<file path="config.mk">
export PLATFORM = sky130hd
export DESIGN_NAME = doodle_sprite_renderer_flat
export DESIGN_NICKNAME = d
export VERILOG_FILES = /design/src/rtl/doodle_render_pkg.sv /design/src/rtl/doodle_sprite_renderer_if.sv /design/src/rtl/doodle_sprite_rom.sv /design/src/rtl/doodle_sprite_renderer.sv /design/src/flat_wrapper.sv
export SDC_FILE = /design/constraint.sdc
export NUM_CORES = 1
export LEC_CHECK = 0
export BUFFER_PORTS_ARGS = -buffer_cell sky130_fd_sc_hd__buf_2
export CAP_MARGIN = 20
export CORE_ASPECT_RATIO = 1.4
export CORE_MARGIN = 10
export CORE_UTILIZATION = 45
export DETAILED_ROUTE_END_ITERATION = 6
export SLEW_MARGIN = 10
export SYNTH_ARGS = -nofsm -noshare
export SYNTH_HDL_FRONTEND = slang
export SYNTH_SLANG_ARGS = --single-unit
</file>
<file path="constraint.sdc">
create_clock -name Clk -period 20.4 [get_ports Clk]
set_input_delay 0 -clock Clk [delete_from_list [all_inputs] [get_ports Clk]]
set_output_delay 0 -clock Clk [all_outputs]
set_load 0.01 [all_outputs]
</file>
<file path="src/rtl/doodle_render_pkg.sv">
// Shared colours, palette, game-state encoding and snapshot types for the
// Doodle pixel renderer and the jump-state logic.
package doodle_render_pkg;

    typedef enum logic [2:0] {
        IDLE = 3'b000,
        PLAY = 3'b001,
        OVER = 3'b010
    } game_state_e;

    localparam int unsigned SPR_DIM   = 24;
    localparam int unsigned SPR_WORDS = SPR_DIM * SPR_DIM;

    localparam logic [23:0] COL_PAPER     = 24'hF8F4E8;
    localparam logic [23:0] COL_GRID      = 24'hD8E4F0;
    localparam logic [23:0] COL_OVER_BG   = 24'hF0C0C0;
    localparam logic [23:0] COL_OVER_GRID = 24'hE09090;
    localparam logic [23:0] COL_CANNON    = 24'h202020;

    // Entry 0 is never displayed: index 0 marks a transparent sprite texel.
    localparam logic [23:0] PALETTE [16] = '{
        24'h000000, 24'h1A1A1A, 24'h6BBF3A, 24'h8ED14F,
        24'h4F8F2A, 24'hD9E84A, 24'hFFFFFF, 24'h2B5F1A,
        24'hE8C547, 24'hB07A2E, 24'h5AA8E0, 24'h3C7FC0,
        24'hF29E4C, 24'hC9503C, 24'h9A9A9A, 24'h404040
    };

    typedef struct packed {
        logic [9:0] doodle_x;
        logic [9:0] doodle_y;
        logic [9:0] doodle_s;
        logic [9:0] cannon_x;
        logic [9:0] cannon_y;
        logic [9:0] cannon_s;
        logic [2:0] state;
    } snap_t;

    localparam snap_t SNAP_RESET = '{
        doodle_x: 10'd320,
        doodle_y: 10'd240,
        doodle_s: 10'd12,
        cannon_x: 10'd320,
        cannon_y: 10'd240,
        cannon_s: 10'd2,
        state:    IDLE
    };

    typedef struct packed {
        logic valid;
        logic blank;
        logic grid;
        logic over;
        logic doodle_hit;
        logic cannon_hit;
    } pix_flags_t;

    // Doodle image: 2-texel transparent border, a diagonal lattice of
    // transparent holes, the rest cycles through palette entries 1..15.
    function automatic logic [3:0] sprite_index(input logic [9:0] addr);
        int unsigned a;
        int unsigned r;
        int unsigned c;
        a = 32'(addr);
        r = a / SPR_DIM;
        c = a % SPR_DIM;
        if (a >= SPR_WORDS || r < 2 || r > 21 || c < 2 || c > 21 || ((r + c) % 5) == 0)
            return 4'h0;
        return 4'(((r * 3 + c) % 15) + 1);
    endfunction

endpackage

</file>
<file path="src/rtl/doodle_sprite_renderer_if.sv">
// Position bus from game logic plus pixel coordinates in, RGB out to the VGA stage.
interface doodle_sprite_renderer_if;

    logic       frame_clk;
    logic [9:0] DrawX;
    logic [9:0] DrawY;
    logic       blank;
    logic [9:0] DoodleX;
    logic [9:0] DoodleY;
    logic [9:0] DoodleS;
    logic [9:0] CannonX;
    logic [9:0] CannonY;
    logic [9:0] CannonS;
    logic [2:0] outstate;
    logic [7:0] Red;
    logic [7:0] Green;
    logic [7:0] Blue;

    modport master (
        output frame_clk, DrawX, DrawY, blank,
        output DoodleX, DoodleY, DoodleS, CannonX, CannonY, CannonS, outstate,
        input  Red, Green, Blue
    );

    modport slave (
        input  frame_clk, DrawX, DrawY, blank,
        input  DoodleX, DoodleY, DoodleS, CannonX, CannonY, CannonS, outstate,
        output Red, Green, Blue
    );

endinterface

</file>
<file path="src/rtl/doodle_sprite_rom.sv">
// 576x4 synchronous sprite ROM holding Doodle palette indices, one-cycle read.
module doodle_sprite_rom
    import doodle_render_pkg::*;
(
    input  logic       Clk,
    input  logic [9:0] addr,
    output logic [3:0] data
);

    // Contents come from sprite_index() so the image needs no external hex file.
    always_ff @(posedge Clk) begin
        data <= sprite_index(addr);
    end

endmodule

</file>
<file path="src/rtl/doodle_sprite_renderer.sv">
// Per-pixel renderer: frame snapshot of positions, hit test, sprite ROM read
// and priority colour mux in a fixed 2-cycle pipeline.
module doodle_sprite_renderer
    import doodle_render_pkg::*;
#(
    parameter int unsigned SPR_W   = 24,
    parameter int unsigned BG_GRID = 4
) (
    input logic                     Clk,
    input logic                     Reset,
    doodle_sprite_renderer_if.slave bus
);

    snap_t       snap_q, snap_d;
    logic        fc_q;
    logic        rise_q;
    logic        v0_q;
    pix_flags_t  s1_q, s1_d;
    logic [9:0]  rom_addr_d;
    logic [3:0]  rom_idx;
    logic [23:0] rgb_q, rgb_d;

    logic signed [11:0] org_x, org_y, dx, dy, span;
    logic signed [10:0] ex, ey;
    logic [9:0]         ex_abs, ey_abs;
    logic [21:0]        dist2, rad2;
    logic               doodle_hit, cannon_hit;

    // Frame snapshot. fc_q resets high so a frame_clk held high across reset
    // release is not mistaken for a fresh rising edge.
    always_comb begin
        snap_d = snap_q;
        if (rise_q) begin
            snap_d.doodle_x = bus.DoodleX;
            snap_d.doodle_y = bus.DoodleY;
            snap_d.doodle_s = bus.DoodleS;
            snap_d.cannon_x = bus.CannonX;
            snap_d.cannon_y = bus.CannonY;
            snap_d.cannon_s = bus.CannonS;
            snap_d.state    = bus.outstate;
        end
    end

    always_ff @(posedge Clk) begin
        if (Reset) begin
            fc_q   <= 1'b1;
            rise_q <= 1'b0;
            snap_q <= SNAP_RESET;
        end else begin
            fc_q   <= bus.frame_clk;
            rise_q <= bus.frame_clk & ~fc_q;
            snap_q <= snap_d;
        end
    end

    // Stage 0: hit test against the shadowed positions.
    always_comb begin
        org_x = $signed({2'b00, snap_q.doodle_x}) - $signed({2'b00, snap_q.doodle_s});
        org_y = $signed({2'b00, snap_q.doodle_y}) - $signed({2'b00, snap_q.doodle_s});
        dx    = $signed({2'b00, bus.DrawX}) - org_x;
        dy    = $signed({2'b00, bus.DrawY}) - org_y;
        span  = $signed({1'b0, snap_q.doodle_s, 1'b0});

        doodle_hit = (dx >= 12'sd0) && (dx < span) && (dy >= 12'sd0) && (dy < span);

        ex     = $signed({1'b0, bus.DrawX}) - $signed({1'b0, snap_q.cannon_x});
        ey     = $signed({1'b0, bus.DrawY}) - $signed({1'b0, snap_q.cannon_y});
        ex_abs = ex[10] ? 10'(-ex) : ex[9:0];
        ey_abs = ey[10] ? 10'(-ey) : ey[9:0];
        dist2  = 22'(ex_abs) * 22'(ex_abs) + 22'(ey_abs) * 22'(ey_abs);
        rad2   = 22'(snap_q.cannon_s) * 22'(snap_q.cannon_s);

        cannon_hit = (dist2 <= rad2);

        rom_addr_d = doodle_hit ? 10'(32'(dy[9:0]) * SPR_W + 32'(dx[9:0])) : '0;

        s1_d            = '0;
        s1_d.valid      = v0_q;
        s1_d.blank      = bus.blank;
        s1_d.grid       = (bus.DrawX[BG_GRID-1:0] == '0) || (bus.DrawY[BG_GRID-1:0] == '0);
        s1_d.over       = (snap_q.state == OVER);
        s1_d.doodle_hit = doodle_hit;
        s1_d.cannon_hit = cannon_hit;
    end

    // Stage 1: ROM lookup with the per-pixel flags travelling alongside.
    // v0_q holds the first post-reset pixel invalid so the pipe refills cleanly.
    doodle_sprite_rom u_rom (
        .Clk  (Clk),
        .addr (rom_addr_d),
        .data (rom_idx)
    );

    always_ff @(posedge Clk) begin
        if (Reset) begin
            v0_q <= 1'b0;
            s1_q <= '0;
        end else begin
            v0_q <= 1'b1;
            s1_q <= s1_d;
        end
    end

    // Stage 2: priority mux, cannon over sprite over background.
    always_comb begin
        rgb_d = '0;
        if (s1_q.valid && s1_q.blank) begin
            if (s1_q.cannon_hit)
                rgb_d = COL_CANNON;
            else if (s1_q.doodle_hit && rom_idx != 4'h0)
                rgb_d = PALETTE[rom_idx];
            else if (s1_q.over)
                rgb_d = s1_q.grid ? COL_OVER_GRID : COL_OVER_BG;
            else
                rgb_d = s1_q.grid ? COL_GRID : COL_PAPER;
        end
    end

    always_ff @(posedge Clk) begin
        if (Reset)
            rgb_q <= '0;
        else
            rgb_q <= rgb_d;
    end

    assign bus.Red   = rgb_q[23:16];
    assign bus.Green = rgb_q[15:8];
    assign bus.Blue  = rgb_q[7:0];

endmodule

</file>
<file path="src/flat_wrapper.sv">
// flat-port wrapper written by rule: the top's interface ports become plain ports
module doodle_sprite_renderer_flat import doodle_render_pkg::*;
#(
    parameter int unsigned SPR_W   = 24,
    parameter int unsigned BG_GRID = 4
)
  (Clk, Reset, bus_frame_clk, bus_DrawX, bus_DrawY, bus_blank, bus_DoodleX, bus_DoodleY, bus_DoodleS, bus_CannonX, bus_CannonY, bus_CannonS, bus_outstate, bus_Red, bus_Green, bus_Blue);
  doodle_sprite_renderer_if bus_i ();
  input logic Clk;
  input logic Reset;
  input wire logic [$bits(bus_i.frame_clk)-1:0] bus_frame_clk;
  input wire logic [$bits(bus_i.DrawX)-1:0] bus_DrawX;
  input wire logic [$bits(bus_i.DrawY)-1:0] bus_DrawY;
  input wire logic [$bits(bus_i.blank)-1:0] bus_blank;
  input wire logic [$bits(bus_i.DoodleX)-1:0] bus_DoodleX;
  input wire logic [$bits(bus_i.DoodleY)-1:0] bus_DoodleY;
  input wire logic [$bits(bus_i.DoodleS)-1:0] bus_DoodleS;
  input wire logic [$bits(bus_i.CannonX)-1:0] bus_CannonX;
  input wire logic [$bits(bus_i.CannonY)-1:0] bus_CannonY;
  input wire logic [$bits(bus_i.CannonS)-1:0] bus_CannonS;
  input wire logic [$bits(bus_i.outstate)-1:0] bus_outstate;
  output wire logic [$bits(bus_i.Red)-1:0] bus_Red;
  output wire logic [$bits(bus_i.Green)-1:0] bus_Green;
  output wire logic [$bits(bus_i.Blue)-1:0] bus_Blue;
  assign bus_i.frame_clk = bus_frame_clk;
  assign bus_i.DrawX = bus_DrawX;
  assign bus_i.DrawY = bus_DrawY;
  assign bus_i.blank = bus_blank;
  assign bus_i.DoodleX = bus_DoodleX;
  assign bus_i.DoodleY = bus_DoodleY;
  assign bus_i.DoodleS = bus_DoodleS;
  assign bus_i.CannonX = bus_CannonX;
  assign bus_i.CannonY = bus_CannonY;
  assign bus_i.CannonS = bus_CannonS;
  assign bus_i.outstate = bus_outstate;
  assign bus_Red = bus_i.Red;
  assign bus_Green = bus_i.Green;
  assign bus_Blue = bus_i.Blue;
  doodle_sprite_renderer #(.SPR_W(SPR_W), .BG_GRID(BG_GRID)) u_core (.Clk(Clk), .Reset(Reset), .bus(bus_i));
endmodule
</file>
After elaboration in Yosys (flattened, before gate mapping). Memory sizes are Yosys's and may differ from the RTL's. Cells that the tools add are included.

Input port bits: 87. Memories kept: 1. Logic and storage cells: 89. Output and inout port bits: 24. Register bits after elaboration: 100. Memory bits (read-only): 384.

Reduce and logical (&&, ||, !) cells: 17. Div/mod/pow operators: 4. Multiply operators: 5. $add $sub $neg: 13. Mux-type cells: 14. Bitwise gates (word level): 4. Magnitude comparators: 11. Eq/ne operators: 1.

Memory list: (name not given) (depth 16, bits a word 24, read ports 1, clocked after memory_dff 0, wr ports 0, RTL line doodle_sprite_renderer.sv:111) `rgb_d = PALETTE[rom_idx];`.

Operators with widths (count): $mux W24 (4); $add A32 B32 Y32 (2); $gt A32 B5 Y1 const B (2); $lt A32 B2 Y1 const B (2); $mul A10 B10 Y20 (3); $mux W22 (2); $sub A10 B10 Y11 (4); $div A10 B5 Y32 const B (1); $logic_not A32 Y1 (1); $mod A10 B5 Y32 const B (1); $mod A32 B3 Y32 const B (1); $mod A32 B4 Y32 const B (1); $mul A32 B2 Y32 const B (1); $mux W10 (3); $ge A12 B1 Y1 const B (2); $lt A12 B12 Y1 (2); $sub A11 B12 Y12 (2); $le A22 B20 Y1 (1); $add A20 B20 Y21 (1); $mux W21 (1); $neg A10 Y10 (2); $add A10 B10 Y10 (1); $ge A10 B10 Y1 const B (1); $mul A10 B2 Y7 const B (1); 14 further kinds (27).

Longest topological paths before layout. Gate-level depths: netlist (run 1).

Depth after elaboration: 16. Mapped depth: 78. Mapped depth without buffers: 73.

Hierarchy. A second synthesis (run 1) with hierarchy kept.

Cell total of the unflattened synthesis: 2520. Area total of the unflattened synthesis: 20826.2 µm².

Modules (own cells, without submodules): doodle_sprite_renderer (cells an instance 1872, area each 16176.8 µm², seq. area each 1921.8 µm², times used 1); doodle_sprite_rom (cells an instance 648, area each 4649.5 µm², seq. area each 80.1 µm², times used 1).

Worst setup path after synthesis (run 1). OpenSTA, ideal clock, no wires.

Path kind: flip-flop to flip-flop. Start: register u_core.snap_q[34] (netlist name). End: register u_core.u_rom.data[2]. Stages on the path, launching flop included: 69. Required time: 20.279 ns. Setup slack: 6.072 ns. Setup time: 0.121 ns. Path buffers: 5. Data arrival time: 14.207 ns. Period minus slack after synthesis: 14.328 ns. Path through: dfxtp_1 inv_1 ha_1 nor2b_1 o21ai_0 a21oi_1 o21ai_0 a21oi_1 nand2b_1 ha_1 buf_2 nand3b_1 o2111ai_1 nor3b_2 inv_1 ha_1 xnor2_1 ha_1 (+33 left out) a211oi_1 a21o_1 a211o_1 or4b_1 o311ai_1 o21a_2 o41ai_1 a211o_1 and2_4 maj3_2 a211oi_2 a22o_2 mux2_4 a31o_2 mux2_1 ha_1 xnor2_1 nor2_1.

Cells in the longest elaborated chain, start to end: 16. Elaborated cells between the ends (all ways): 35. Classes of those cells: add/sub (8); mul (2); div (4); order compare (9); mux (3); reduce/logical (9).

Ends and longest elaborated chain: start: declaration (RTL line doodle_sprite_renderer.sv:14) `snap_t snap_q, snap_d;`; start signal: assignment (RTL line doodle_sprite_renderer.sv:52) `snap_q <= snap_d;`; parallel branches: the longest is 6 deep, another holds $sub A11 B12 Y12; $mux W10 (*) (RTL line doodle_sprite_renderer.sv:75) `rom_addr_d = doodle_hit ? 10'(32'(dy[9:0]) * SPR_W + 32'(dx[9:0])) : '0;`; parallel branches: the longest is 8 deep, another holds $div A10 B5 Y32; $mux W4 (*) (RTL line doodle_render_pkg.sv:68) `return 4'(((r * 3 + c) % 15) + 1);`; end signal: assignment (RTL line doodle_sprite_rom.sv:12) `data <= sprite_index(addr);`; end: declaration (RTL line doodle_sprite_rom.sv:7) `output logic [3:0] data`.

Every way passes the cells marked *. A chain may end at the register's enable or synchronous reset.

Worst setup path after layout (run 1). Ends and elaborated chain as after synthesis.

==> reports/metrics.cfg, run 1 <==
[grt]
grt_usage_pct=21.6
grt_max_degree=58
antenna_found_initial=0
grt_pass1_vias=19200
grt_pass1_wl_um=97200
grt_overflow=0

[critical_path]
crit-reg2reg-launch=u_core.snap_q[34]
critPathArrivalTime_ns=16.73
path_max_fanout=16
crit_path_start=u_core.snap_q[34]
crit_slowest_cell=a2111oi_0
worstSetupPathType=flip-flop to flip-flop
cp-end-kind=flip-flop
reg2regPathDepth=63
critPathLaunchType=flip-flop
rrSetupSlack_ns=3.93
cpPeakStageDelay_ns=0.79
cp_common_cell=ha_1
critPathCapture=u_core.u_rom.data[2]
rr_endpoint=u_core.u_rom.data[2]
cp.required_ns=20.66

[drt]
drtAntennaViolNets=0
via_count=18000
drc=0
viasPerCell=5.57
drt-initial-drc-count=902
wire_per_inst_um=18.3
dr.pass1.iters=5
totalWireLength_um=59300

[clock_tree]
cts_hold_buffers=65
clock-sinks=100
h-tree-depth=3
postCtsSetupBuffers=0
clk_pin_slew_ns=0.08
worstSkewPairLatency_ns=0.37
cts_buffers=9
cts.path.max_buffers=2
cts-root-buf=clkbuf_16
cts_resized=0
cts_tree=built

[job]
drv_cap=0

[yosys]
syn-instance-count=2497
syn_area_per_cell_um2=8.25
synth_top_area_share_pct=18.8
async_flop_share_pct=0
synth_area_um2=20600
ys_top_cells_by_area=fa_1, ha_1, dfxtp_1
ys_seq_area_share_pct=9.72
yosysWarnings=0
synth.distinct_cells=112
syn_nets=3060
post-synth-top-count-cell=inv_1
synth_top_area_cell=fa_1
synth_edf_count=0
synth-main-ff-cell=dfxtp_1
synth-seq-cells=100
ys_top_cells_by_count=inv_1, ha_1, nor2_1

[floorplanning]
die_x_um=201
die_h_um=273
die_area_um2=54900
initial_core_util_pct=45.7
num_io_pins=111
fp.coreArea_um2=45100
row_count=92

[finish]
finalNetCount=3187
nFillCells=4472
drive_gt1_share_pct=8.71
area_delta_synth_final_pct=10.2
antennaDiodeCount=0

[timing]
tns_ns=0
hold_viol=0
worst_slew_pin_slew_ns=1.11
finalMaxSlewViolations=0
min_period_ns=16.47
setup_viol=0
rsz0062_at_grt=false
relSlewSlack_pct=25.3
fin_worst_skew_ns=0.00993
period_share_pct=80.7
fmax_ghz=0.0607

[placement]
dp_hpwl_um=49600
gp_congestion=0.882
port_buffers=110

[worst_hold_path]
hold_class=input pin to flip-flop

[run_status]
outcome=complete, no violations

## logic make-up (layout without fill, tap and decap cells)
family,Yosys count,in the layout,share of synthesized area (%)
muxes,87,87,4.40
buffers and inverters,444,576,8.18
AOI/OAI and AO/OA,539,539,17.6
DFF,100,100,9.72
xor gates and xnor gates,155,155,6.88
and+or+nand+nor,692,692,17.0
adders and majority gates,480,480,36.1
## cell type report
cell class,count,area (µm²),area share (%)
clock buffer,9,225,0.992
clock inverter,7,80.1,0.353
inverter,366,1370,6.05
multi-input combinational,1953,16900,74.5
sequential,100,2010,8.83
tap,611,764,3.37
timing repair buffer,194,1340,5.92
## per-layer routing
layer / track usage [%] / routed length (µm)
met5: 0 / 0
met4: 8.43 / 2020
met3: 1.29 / 1360
met2: 43.3 / 33000
met1: 23.0 / 23000
## worst min path at each step
| stage | from | cells after the start | to |
|---|---|---|---|
| floorplan | bus_frame_clk | 1 | u_core.fc_q |
| global placement | bus_frame_clk | 2 | u_core.fc_q |
| detailed placement | bus_frame_clk | 2 | u_core.fc_q |
| CTS | bus_DrawX[0] | 3 | u_core.s1_q[3] |
| global route | bus_DrawY[0] | 3 | u_core.s1_q[3] |
| finish | bus_DrawY[0] | 3 | u_core.s1_q[3] |
## metrics by stage
stage	cells	utilization (%)	hold WS [ns]	setup slack, ns	instance area (µm²)
detailed placement	3156	48.2	0.203	4.09	21700
global route	3240	50.3	0.0630	2.65	22700
finish	3240	50.3	0.0704	3.93	22700
CTS	3237	50.3	0.0640	4.06	22700
floorplan	2497	-	0.104	6.07	20600
global placement	3156	48.2	0.198	4.58	21700
## critical path: cells and delay by family, from the launching register on
kind                     cells  cell delay, ns
XOR/XNOR                     6            1.76
adder cells (fa/ha/maj)     10            3.45
buffers and inverters        5            0.46
multiplexers                 3            0.93
flip-flops                   1            0.38
AND/OR/NAND/NOR             15            3.01
AO/OA/AOI/OAI               24            6.38
## layout by cell type (no fill, tap or decap), types with 11 or more instances in the layout
cell           synthesis  layout
a211oi_1              18      18
a21o_1                48      48
a21oi_1              163     163
a31oi_1               20      20
and2_1                49      49
and3_1                14      14
buf_2                  9     110
buf_4                  0      19
dfxtp_1              100      99
dlygate4sd3_1          0      65
fa_1                 193     193
ha_1                 283     283
inv_1                363     363
mux2i_1               74      74
nand2_1              137     137
nand2b_1              41      41
nand3_1               50      50
nand4_1               24      24
nor2_1               201     201
nor2b_1               34      34
nor3_1                42      42
nor4_1                11      11
o211ai_1              22      22
o21ai_0               92      92
o21bai_1              27      27
o31ai_1               12      12
or2_2                 30      30
or3_1                 11      11
xnor2_1              108     108
xor2_1                42      42
## flip-flops by register name (all words and copies together) (netlist names)
register	count
u_core.u_rom.data	4
u_core.s1_q	6
u_core.v0_q	1
u_core.rise_q	1
u_core.rgb_q	24
u_core.fc_q	1
u_core.snap_q	63
Power of run 1 is left out: the tool's default activity adds up to more than one toggle a clock period on the data nets, which glitch-free logic cannot reach.
==> run 2, diff against run 1 <==
==> constraint.sdc (replaced) <==
create_clock -name Clk -period 13.6 [get_ports Clk]
set_input_delay 0 -clock Clk [delete_from_list [all_inputs] [get_ports Clk]]
set_output_delay 0 -clock Clk [all_outputs]
set_load 0.01 [all_outputs]
==> reports/metrics.cfg, run 2 (synthesis gave the netlist of run 1 again) <==
[clock_tree]
cts_buffers=9  ; unchanged
cts_tree=built  ; unchanged
cts-root-buf=clkbuf_16  ; unchanged
h-tree-depth=3  ; unchanged
cts.path.max_buffers=2  ; unchanged
clk_pin_slew_ns=0.08  ; about the same
clock-sinks=100  ; unchanged
worstSkewPairLatency_ns=0.38  ; was 0.37 ns

[floorplanning]
fp.coreArea_um2=45100  ; unchanged
num_io_pins=111  ; unchanged
die_area_um2=54900  ; unchanged
row_count=92  ; unchanged
die_x_um=201  ; unchanged
die_h_um=273  ; unchanged
initial_core_util_pct=45.7  ; unchanged

[finish]
final_cells=3358  ; was 3,240
drive_gt1_share_pct=16.3  ; was 8.71%
finalNetCount=3302  ; was 3,187
largest_register_ffs=63  ; unchanged
final_common_cell=inv_1  ; unchanged
reg.largest.list=u_core.snap_q: 63 flops, u_core.rgb_q: 24 flops, u_core.s1_q: 6 flops  ; unchanged
layout_common_cells=inv_1, ha_1, nor2_1  ; unchanged
top_register=u_core.snap_q  ; unchanged
area_delta_synth_final_pct=18.0  ; was 10.2%

[critical_path]
cp_common_cell=inv_1  ; was ha_1
critPathArrivalTime_ns=13.45  ; was 16.73 ns
cp.required_ns=13.91  ; was 20.66 ns
path_max_fanout=7  ; was 16
worstSetupPathType=flip-flop to flip-flop  ; unchanged
critPathLaunchType=flip-flop  ; unchanged
cp-end-kind=flip-flop  ; unchanged
cpPeakStageDelay_ns=0.50  ; was 0.79 ns
crit_slowest_cell=or4b_4  ; was a2111oi_0

[drt]
drt-initial-drc-count=923  ; was 902
wire_per_inst_um=18.0  ; was 18.3 µm
drc=0  ; unchanged
drtAntennaViolNets=0  ; unchanged
viasPerCell=5.51  ; was 5.57
via_count=18500  ; was 18,000
dr.pass1.iters=5  ; unchanged
totalWireLength_um=60400  ; was 59,300 µm

[timing]
min_period_ns=13.14  ; was 16.47 ns
hold_viol=0  ; unchanged
finalWorstSetupSlack_ns=0.462  ; was 3.93 ns
relSlewSlack_pct=29.5  ; was 25.3%
worst_slew_pin_slew_ns=1.05  ; was 1.11 ns
fin_worst_skew_ns=0.0123  ; was 0.00993 ns
setup_viol=0  ; unchanged
finalMaxSlewViolations=0  ; unchanged
period_share_pct=96.6  ; was 80.7%
rsz0062_at_grt=true  ; was false
fmax_ghz=0.0761  ; was 0.0607 GHz

[placement]
pre_cts_ws_ns=-0.0784  ; was 4.09 ns
placed_cells=3249  ; was 3,156
dp_hpwl_um=50000  ; was 49,600 µm
port_buffers=110  ; unchanged
gp_congestion=0.951  ; was 0.882

[grt]
antenna_found_initial=4  ; was 0
grt_pass1_vias=19400  ; was 19,200
grt_max_degree=58  ; unchanged
grt_usage_pct=21.8  ; was 21.6%
top_usage_layer=met2  ; unchanged
grt_util_met2_pct=44.0  ; was 43.3%
met1_usage_pct=22.8  ; was 23.0%
use_met3_pct=1.53  ; was 1.29%
grt_overflow=0  ; unchanged
grt_pass1_wl_um=97700  ; was 97,200 µm

[job]
drv_cap=0  ; unchanged

[run_status]
outcome=complete, no violations  ; unchanged

[worst_hold_path]
hold_class=input pin to flip-flop  ; unchanged

## run 2: changes by cell type in the layout (fill, tap and decap cells not counted), moves of 5 or more
cell | previous run | this run
ha_1 | 283 | 270
a211oi_1 | 18 | 12
o21ai_1 | 9 | 16
ha_4 | 0 | 9
xnor2_2 | 2 | 9
a21oi_2 | 1 | 17
buf_4 | 19 | 132
a21oi_1 | 163 | 147
a211oi_2 | 3 | 9
o21ai_0 | 92 | 80
o21ai_2 | 0 | 5
xnor2_1 | 108 | 99
## run 2: worst max-delay path, delay by kind of cell, from the launching register on
| family | cells | cell delay (ns) |
|---|---|---|
| simple gates | 11 | 2.16 |
| xor+xnor | 3 | 0.69 |
| mux | 5 | 1.18 |
| compound gates | 26 | 4.98 |
| buf+inv | 10 | 1.01 |
| flops | 1 | 0.34 |
| fa+ha+maj | 9 | 2.71 |
## run 2: final cells by class
cell class | instances | area, µm²
Multi-Input combinational cell | 1953 | 17600
Inverter | 366 | 1370
Tap cell | 611 | 764
Sequential cell | 100 | 2010
Fill cell | 4312 | 20800
Clock inverter | 6 | 116
Antenna cell | 3 | 7.51
Timing Repair Buffer | 309 | 2220
Clock buffer | 10 | 229
## run 2: path summary, 6_finish.rpt
path / endpoint / start / slack (ns) / cells past startpoint
setup / recovery: u_core.u_rom.data[1] / u_core.snap_q[34] / 0.46 / 64
hold / removal: u_core.s1_q[3] / bus_DrawY[0] / 0.07 / 3
setup reg to reg: u_core.u_rom.data[1] / u_core.snap_q[34] / 0.46 / 64
hold reg to reg: u_core.rise_q / u_core.fc_q / 0.40 / 1
## run 2: what timing repair did
action / in CTS / in global routing
pin swaps: 2 / 47
hold endpoints to repair: 66 / 0
endpoints found under the setup margin: 4 / 4
hold buffers: 65 / 0
resized for setup: 10 / 118
setup buffers: 1 / 24
## run 2: per-layer routing
layer  part of all wire, %  vias to the layer above
met5                     0                        -
met4                   3.3                        0
met3                   2.6                      107
met2                    56                      357
met1                    38                     9024
li1                      -                     9026
## run 2: metrics by stage
step | TNS (ns) | hold WS [ns] | util (%) | area (µm²)
2_1_floorplan | 0 | 0.104 | - | 20600
3_3_place_gp | 0 | 0.199 | 49.8 | 22500
3_5_place_dp | -0.130 | 0.202 | 49.8 | 22500
4_1_cts | 0 | 0.0429 | 52.1 | 23500
5_1_grt | -0.255 | 0.0631 | 53.9 | 24300
6_report | 0 | 0.0685 | 53.9 | 24300
Power of run 2 is left out for the same reason.
==> run 3, diff against run 2 <==
--- a/config.mk
+++ b/config.mk
@@ -11,6 +11,7 @@
 export CORE_MARGIN = 10
 export CORE_UTILIZATION = 45
 export DETAILED_ROUTE_END_ITERATION = 6
+export REMOVE_ABC_BUFFERS = 1
 export SLEW_MARGIN = 10
 export SYNTH_ARGS = -nofsm -noshare
 export SYNTH_HDL_FRONTEND = slang
==> reports/metrics.cfg, run 3 (synthesis gave the netlist of run 1 again) <==
[clock_tree]
cts-root-buf=clkbuf_16  ; unchanged
cts_tree=built  ; unchanged
worstSkewPairLatency_ns=0.39  ; was 0.38 ns
cts_buffers=9  ; unchanged
clk_pin_slew_ns=0.09  ; was 0.08 ns
clock-sinks=100  ; unchanged
h-tree-depth=3  ; unchanged
cts.path.max_buffers=2  ; unchanged

[finish]
finalNetCount=3424  ; was 3,302
multi_input_area_um2=17700  ; was 17,600 µm²
regArea_um2=2010  ; unchanged
largest_register_ffs=63  ; unchanged
drive_gt1_share_pct=20.8  ; was 16.3%
final_common_cell=inv_1  ; unchanged
layout_common_cells=inv_1, ha_1, buf_4  ; was inv_1, ha_1, nor2_1
reg.largest.list=u_core.snap_q: 63 flops, u_core.rgb_q: 24 flops, u_core.s1_q: 6 flops  ; unchanged
top_register=u_core.snap_q  ; unchanged
area_delta_synth_final_pct=23.0  ; was 18.0%
finalInstanceArea_um2=25300  ; was 24,300 µm²
nFillCells=4253  ; was 4,312

[grt]
antenna_found_initial=2  ; was 4
grt_usage_pct=22.3  ; was 21.8%
grt_overflow=0  ; unchanged
grt_pass1_wl_um=99900  ; was 97,700 µm
grt_max_degree=57  ; was 58
grt_pass1_vias=19900  ; was 19,400

[timing]
fin_worst_skew_ns=0.0189  ; was 0.0123 ns
finalMaxSlewViolations=0  ; unchanged
relSlewSlack_pct=27.9  ; was 29.5%
hold_viol=0  ; unchanged
min_period_ns=13.19  ; was 13.14 ns
setup_viol=0  ; unchanged
fmax_ghz=0.0758  ; was 0.0761 GHz
period_share_pct=97.0  ; was 96.6%
worst_slew_pin_slew_ns=1.07  ; was 1.05 ns
rsz0062_at_grt=true  ; unchanged

[critical_path]
cp-end-kind=flip-flop  ; unchanged
cpPeakStageDelay_ns=0.53  ; was 0.50 ns
cp.required_ns=13.87  ; was 13.91 ns
critPathArrivalTime_ns=13.46  ; was 13.45 ns
path_max_fanout=6  ; was 7
critPathBufInv=7  ; was 10
crit_slowest_cell=or4b_4  ; unchanged
critPathLaunchType=flip-flop  ; unchanged
worstSetupPathType=flip-flop to flip-flop  ; unchanged
critPathTopFamily=compound AO/OA/AOI/OAI gates  ; unchanged
rrSetupSlack_ns=0.41  ; was 0.46 ns
cp_common_cell=buf_4  ; was inv_1

[drt]
drc=0  ; unchanged
dr.pass1.iters=5  ; unchanged
drtAntennaViolNets=0  ; unchanged
via_count=19100  ; was 18,500
viasPerCell=5.50  ; was 5.51
totalWireLength_um=62700  ; was 60,400 µm
wire_per_inst_um=18.0  ; about the same
drt-initial-drc-count=888  ; was 923

[floorplanning]
num_io_pins=111  ; unchanged
fp.coreArea_um2=45100  ; unchanged
row_count=92  ; unchanged
die_x_um=201  ; unchanged
die_h_um=273  ; unchanged
initial_core_util_pct=45.7  ; unchanged
die_area_um2=54900  ; unchanged

[placement]
dp_hpwl_um=50700  ; was 50,000 µm
placed_cell_area_um2=23200  ; was 22,500 µm²
port_buffers=110  ; unchanged
gp_congestion=0.947  ; was 0.951

[job]
drv_cap=0  ; unchanged

[worst_hold_path]
hold_class=input pin to flip-flop  ; unchanged

[run_status]
outcome=complete, no violations  ; unchanged

## run 3: cell types whose count changed in the layout (fill, tap and decap cells not counted), moves of 4 or more
cell     previous run  this run
a21oi_1           147       143
inv_1             360       355
inv_2               5        10
buf_4             132       248
buf_6               0         7
## run 3: layout make-up
type | count | share of cell area (%)
antenna | 2 | 0.0197
clock buffer | 9 | 0.889
clock inverter | 7 | 0.262
inverter | 366 | 5.42
multi-input combinational | 1953 | 70.0
sequential | 100 | 7.94
tap | 611 | 3.02
timing repair buffer | 431 | 12.4
## run 3: metal layers
layer | wire (µm) | vias to the layer above | GRT usage [%]
met2 | 34100 | 409 | 43.5
met4 | 2960 | 0 | 10.5
met3 | 1620 | 140 | 1.50
met5 | 0 | - | 0
li1 | - | 9264 | -
met1 | 24100 | 9332 | 23.8
## run 3: worst reg2reg max path: cells and delay by family, from the launching register on
family                   cells  cell delay, ns
AO/OA/AOI/OAI               26            4.74
XOR/XNOR                     5            1.01
adder cells (fa/ha/maj)     10            2.94
buffers and inverters        7            0.84
flip-flops                   1            0.34
multiplexers                 1            0.31
AND/OR/NAND/NOR             13            2.91
## run 3: stage by stage
| stage | hold slack [ns] | worst slack, ns | instances | utilization, % | TNS (ns) |
|---|---|---|---|---|---|
| floorplan | 0.0691 | -0.635 | 2419 | - | -1.64 |
| global placement | 0.217 | -0.0306 | 3350 | 51.4 | -0.0318 |
| detailed placement | 0.227 | -0.379 | 3350 | 51.4 | -0.975 |
| CTS | 0.00513 | 0.0146 | 3445 | 53.9 | 0 |
| global route | 0.00536 | -0.226 | 3479 | 56.2 | -0.610 |
| finish | 0.0228 | 0.411 | 3479 | 56.2 | 0 |
## run 3: worst paths after layout
check | startpoint | end | cells after the start
max | u_core.snap_q[34] | u_core.u_rom.data[2] | 62
min | bus_DrawY[0] | u_core.s1_q[3] | 3
max reg2reg | u_core.snap_q[34] | u_core.u_rom.data[2] | 62
min reg2reg | u_core.fc_q | u_core.rise_q | 1
## run 3: timing repair
item,in CTS,in global routing
gates cloned,0,0
endpoints found under the setup margin,4,4
hold buffers,66,0
buffers inserted,13,32
endpoints found under the hold margin,67,0
pin swaps,6,100
gates resized for setup,20,169
Power of run 3 is left out for the same reason.
